===== src/rtl/ro_counter_bank.sv =====
// Ring-oscillator edge-counter bank: synchronises CH asynchronous oscillator inputs and
// counts rising edges over a programmable gate window, then holds the result for a
// valid/ready consumer.
module ro_counter_bank #(
   parameter int CH    = 4,
   parameter int CNT_W = 8,
   parameter int WIN_W = 16,
   parameter int SYNC  = 2
) (
   input  logic                  clk,
   input  logic                  rst,
   input  logic                  start,
   input  logic [WIN_W-1:0]      window,
   input  logic [CH-1:0]         ro_in,
   output logic                  busy,
   output logic                  done_valid,
   input  logic                  done_ready,
   output logic [CH*CNT_W-1:0]   counts,
   output logic [CH-1:0]         overflow
);

   localparam int SET_W = $clog2(SYNC + 1);

   typedef enum logic [1:0] {
      IDLE   = 2'd0,
      SETTLE = 2'd1,
      COUNT  = 2'd2,
      HOLD   = 2'd3
   } state_t;

   state_t                   state_q;
   logic [SYNC-1:0][CH-1:0]  sync_q;
   logic [CH-1:0]            prev_q;
   logic [CH-1:0]            rise;
   logic [WIN_W-1:0]         window_q;
   logic [WIN_W-1:0]         win_cnt_q;
   logic [SET_W-1:0]         settle_q;
   logic [CH-1:0][CNT_W-1:0] cnt_q;
   logic [CH-1:0]            ovf_q;
   logic                     busy_q;
   logic                     done_valid_q;

   // Stage 0 captures the raw oscillator; the last stage is the metastability-safe copy.
   // NOTE: sequential state uses non-blocking assignments so every register samples
   // pre-edge values regardless of statement order.
   always_ff @(posedge clk or posedge rst) begin
      if (rst) begin
         sync_q <= '0;
         prev_q <= '0;
      end else begin
         sync_q <= {sync_q[SYNC-2:0], ro_in};
         prev_q <= sync_q[SYNC-1];
      end
   end

   assign rise = sync_q[SYNC-1] & ~prev_q;

   always_ff @(posedge clk or posedge rst) begin
      if (rst) begin
         state_q      <= IDLE;
         window_q     <= '0;
         win_cnt_q    <= '0;
         settle_q     <= '0;
         cnt_q        <= '0;
         ovf_q        <= '0;
         busy_q       <= 1'b0;
         done_valid_q <= 1'b0;
      end else begin
         case (state_q)
            IDLE: begin
               if (start) begin
                  state_q      <= SETTLE;
                  window_q     <= window;
                  settle_q     <= SET_W'(SYNC);
                  cnt_q        <= '0;
                  ovf_q        <= '0;
                  busy_q       <= 1'b1;
                  done_valid_q <= 1'b0;
               end
            end

            // Edges are ignored while the synchronisers flush pre-start history.
            SETTLE: begin
               if (settle_q == SET_W'(1)) begin
                  win_cnt_q <= window_q;
                  if (window_q == '0) begin
                     state_q      <= HOLD;
                     done_valid_q <= 1'b1;
                  end else begin
                     state_q <= COUNT;
                  end
               end else begin
                  settle_q <= settle_q - SET_W'(1);
               end
            end

            COUNT: begin
               for (int i = 0; i < CH; i++) begin
                  if (rise[i]) begin
                     if (&cnt_q[i]) begin
                        ovf_q[i] <= 1'b1;
                     end else begin
                        cnt_q[i] <= cnt_q[i] + CNT_W'(1);
                     end
                  end
               end
               if (win_cnt_q == WIN_W'(1)) begin
                  state_q      <= HOLD;
                  done_valid_q <= 1'b1;
               end else begin
                  win_cnt_q <= win_cnt_q - WIN_W'(1);
               end
            end

            HOLD: begin
               if (done_ready) begin
                  state_q      <= IDLE;
                  busy_q       <= 1'b0;
                  done_valid_q <= 1'b0;
               end
            end

            default: begin
               state_q      <= IDLE;
               busy_q       <= 1'b0;
               done_valid_q <= 1'b0;
            end
         endcase
      end
   end

   assign busy       = busy_q;
   assign done_valid = done_valid_q;
   assign counts     = cnt_q;
   assign overflow   = ovf_q;

endmodule

===== config.mk =====
export PLATFORM = sky130hd
export DESIGN_NAME = ro_counter_bank
export DESIGN_NICKNAME = d
export VERILOG_FILES = /design/src/rtl/ro_counter_bank.sv
export SDC_FILE = /design/constraint.sdc
export NUM_CORES = 1
export LEC_CHECK = 0
export BUFFER_PORTS_ARGS = -buffer_cell sky130_fd_sc_hd__buf_4
export CORE_MARGIN = 8
export CORE_UTILIZATION = 60
export CTS_CLUSTER_DIAMETER = 50
export DETAILED_ROUTE_END_ITERATION = 10
export HOLD_SLACK_MARGIN = 0.12
export PLACE_DENSITY = 0.83
export SLEW_MARGIN = 25
export SYNTH_ARGS = -nofsm -noshare
export SYNTH_HDL_FRONTEND = slang
export SYNTH_SLANG_ARGS = --single-unit

===== constraint.sdc =====
create_clock -name clk -period 5.99 [get_ports clk]
set_clock_uncertainty 0.2 [all_clocks]
set_input_delay 1.198 -clock clk [delete_from_list [all_inputs] [get_ports clk]]
set_output_delay 1.198 -clock clk [all_outputs]
set_load 0.05 [all_outputs]

==> flow_results.org <==
** Outcome
- The run finished with clean final reports.

** Detailed routing
- Number of routed nets with antenna violations :: 0
- Dividing the detail-routed wire length by the instance count gives 18.1 µm.
- Total wire length :: 10,900 µm
- In the routed design, unresolved DRC markers number 0.
- TritonRoute pass-1 iters :: 4
- Detailed-route via count :: 3,942
- Using the TritonRoute via totals, the vias-per-cell ratio works out to 6.54.
- In this run, the number of DRC markers left after iteration 0 of detailed routing was 292.

** STA
- Setup slack on the critical path of the routed design comes to 2650 ps.
- The final hold violation count came to 0.
- Final period utilization :: 55.8%
- Total Neg Setup Slack :: 0 ps
- Peak Freq :: 0.299 GHz
- After layout, the minimum clock period comes to 3340 ps.
- Pins Over Slew Limit :: 0
- At the pin with the least slew margin, the transition time is 991 ps.
- Setup violators final :: 0
- Setup repair after global routing left no endpoint under its margin.
- Headroom to the max-slew limit :: between 30% and 40%

** Die
- Die outline height :: 103 µm
- Top-level I/O count :: 62
- For this configuration, the core starts out at a cell density of 60.5%.
- Core box area :: around 0.0076 mm²
- Standard-cell row count :: 32
- Horizontal die dimension :: 103 µm
- The die covers around 0.011 mm².

** Synth
- Main synth FF type :: dfrtp_1
- Cell with the most instances after synthesis :: dfrtp_1
- The synthesized netlist devotes less than 1% of its cell area to XOR and XNOR gates.
- The synthesized netlist devotes 18.2% of its cell area to simple gates.
- Count of flip-flops with a built-in enable after synthesis :: 0
- For this run, the number of Yosys warnings is 0.
- Post-synth top area share :: 47.0%
- Dominant combinational cell family by area after synthesis :: compound AO/OA/AOI/OAI gates
- Synthesis produced a netlist with a net count of ~480.
- Fraction of the mapped netlist area in adder cells :: approximately 3%
- In the synthesized netlist the async set-or-reset flop fraction comes to 100%.
- In this run, distinct cell masters in the synthesized netlist total 62.
- Mux contribution to synthesized area :: 6.42%
- Yosys attributes the largest share of cell area to dfrtp_1 (47%), mux2_2 (4.2%), ha_1 (3.0%).
- The synthesized netlist devotes around 22% of its cell area to compound gates.
- Number of synthesized register bits :: 86
- In this run the cell area of the synthesized design comes to 0.00458 mm².
- Synthesis handed over a netlist of around 450 instances.
- Averaged over all synthesized cells, the footprint is 10.3 µm².
- Of all cell types, the one taking the most synthesized area is dfrtp_1.
- Share of synthesized area occupied by flip-flops and latches :: 47.0%
- By count the netlist is led by dfrtp_1 (86), nor2_1 (27), nand2_1 (25).

** Place
- The placed instances occupy a cell area of roughly 0.0051 mm².
- Placer's final routability congestion estimate :: 0.926
- Setup WS pre-CTS :: 2510 ps
- Detailed placement finished with a half-perimeter wire length of 7570 µm.
- During placement, the flow inserted port buffers numbering 61.
- After detailed placement, the design holds a cell count of 587.

** Global route
- The initial antenna violation count came to 0.
- The number of global-route vias before repair was 3,937.
- First-pass GRT wire length :: between 15,000 and 20,000 µm
- Largest net degree at the start of global routing :: 87
- For this run the aggregate overflow at the end of global routing stands at 0.
- GRT Total Usage :: 21.5%

** Pwr
- Cell leakage power :: approximately 2.2 nW
- Of the total power, registers draw 40.1%.
- IR analysis of the VDD net gives a maximum drop of between 200 and 300 µV.
- In this run switching power makes up between 40 and 50% of total power.
- Proportion of power drawn by combinational gates :: 43.6%
- Summing internal, switching and leakage power gives 2.34 mW.
- Internal power comes to 1.31 mW.
- Power spent charging and discharging nets :: about 1.0 mW
- Clk pwr share :: 16.3%
- Cell Pwr Density :: 445 mW/mm²

** Cells and area
- Net count of the finished layout :: 531
- Cell area after layout :: approximately 0.0053 mm²
- Share of cells above drive strength 1 :: 21.2%
- For this run, the number of standard cells in the final layout without fillers is 603.
- The number of antenna diodes in the final layout is 0.
- Synth-to-layout area growth :: 14.9%

** CTS
- Clock insertion delay at the later pin of the skew report :: 350 ps
- After clock tree synthesis, the setup repair step added 0 buffers.
- Reg clk slew, reported paths :: 90 ps
- Hold-fix buffer count after cts :: 0
- TritonCTS clock tree :: yes
- Number of sinks driven by the clock tree :: 86
- Maximum level of the CTS H-tree :: 3
- Post-CTS sizing :: 0
- Clock Path Buffers :: 2
- Clock Root Buffer :: clkbuf_8
- Buffers inserted during clock tree synthesis total 9.

** Setup path
- Timing endpoint of the critical path :: counts[6]
- The setup path with the least slack is of type flip-flop to flip-flop.
- The worst register-to-register path has a depth of 6.
- Capturing element type of the critical path :: flip-flop
- CP Launch Point :: state_q[0]
- At the worst endpoint, the required time is 6040 ps.
- Critical-path maximum fanout :: 55
- Startpoint of the lowest-slack register-to-register path :: state_q[0]
- The worst register-to-register path ends at counts[6].
- Type of origin of the critical path :: flip-flop
- Arrival time at the worst endpoint :: 3390 ps
- Register-to-Register Setup Slack :: 2650 ps

** Min path
- Class of the tightest hold or removal check :: flip-flop to flip-flop

** Run
- Across the run, the number of max-cap violations was 0.
[cell type report]
type                            count  area [µm²]
Fill cell                         560        2310
Multi-Input combinational cell    321        2260
Sequential cell                    86        2150
Timing Repair Buffer               63         477
Clock buffer                       10         138
Tap cell                          102         128
Inverter                           15        57.6
Clock inverter                      6        43.8
[registers in the layout, summed over array words and instances (netlist names)]
register	cells
counts	32
overflow	4
win_cnt_q	16
busy	1
sync_q	8
done_valid	1
settle_q	2
state_q	2
window_q	16
prev_q	4
[logic make-up (layout without fill, tap and decap cells)]
logic type | after synthesis | count (layout)
DFF | 86 | 86
xor gates and xnor gates | 1 | 1
AOI/OAI and AO/OA | 134 | 134
and+or+nand+nor | 148 | 148
buffers and inverters | 39 | 94
muxes | 27 | 27
adders and majority gates | 11 | 11
[worst min-delay path by stage]
stage               slack [ps]  cells past startpoint  startpoint         to
floorplan                  130                      0   sync_q[0]  sync_q[4]
global placement           130                      0   sync_q[2]  sync_q[6]
detailed placement         130                      0   sync_q[0]  sync_q[4]
CTS                        150                      0   sync_q[2]  sync_q[6]
global route               160                      0   sync_q[2]  sync_q[6]
finish                     150                      0   sync_q[2]  sync_q[6]
[layer usage]
layer  global-route usage (%)  routed length (µm)
met1                     26.5                4460
met2                     36.2                5440
met5                        0                   0
met4                     9.01                 222
met3                     3.75                 774
[critical path, cell delays in order (launching register included)]
cell,delay (ps)
dfrtp_1,430
inv_1,130
ha_2,860
inv_1,660
nand3_1,600
o311ai_0,240
o41ai_1,100
[cell usage in the layout (no fill, tap or decap), types with 9 or more instances in the layout]
master    instances
a211oi_1         11
a21oi_1          23
a31oi_1          13
buf_4            62
clkbuf_8         10
dfrtp_1          86
ha_1             10
inv_1            14
mux2_2           17
nand2_1          25
nand2b_1         10
nand3_1          20
nor2_1           27
nor3_1           13
nor4_1           10
o21ai_0          14
or3_1             9
[stage by stage]
step,hold WS [ps],utilization [%]
2_1_floorplan,131,-
3_3_place_gp,132,67.0
3_5_place_dp,135,67.1
4_1_cts,151,69.5
5_1_grt,156,69.5
6_report,152,69.5
[power by group through the flow]
stage,registers (mW),clock network (mW),logic [mW]
2_1_floorplan,0.990,0,0.715
5_1_grt,0.962,0.411,1.12
4_1_cts,0.932,0.388,1.02
3_3_place_gp,0.931,0,0.975
6_report,0.940,0.381,1.02
3_5_place_dp,0.942,0,1.01
(Power assumes the default switching activity.)
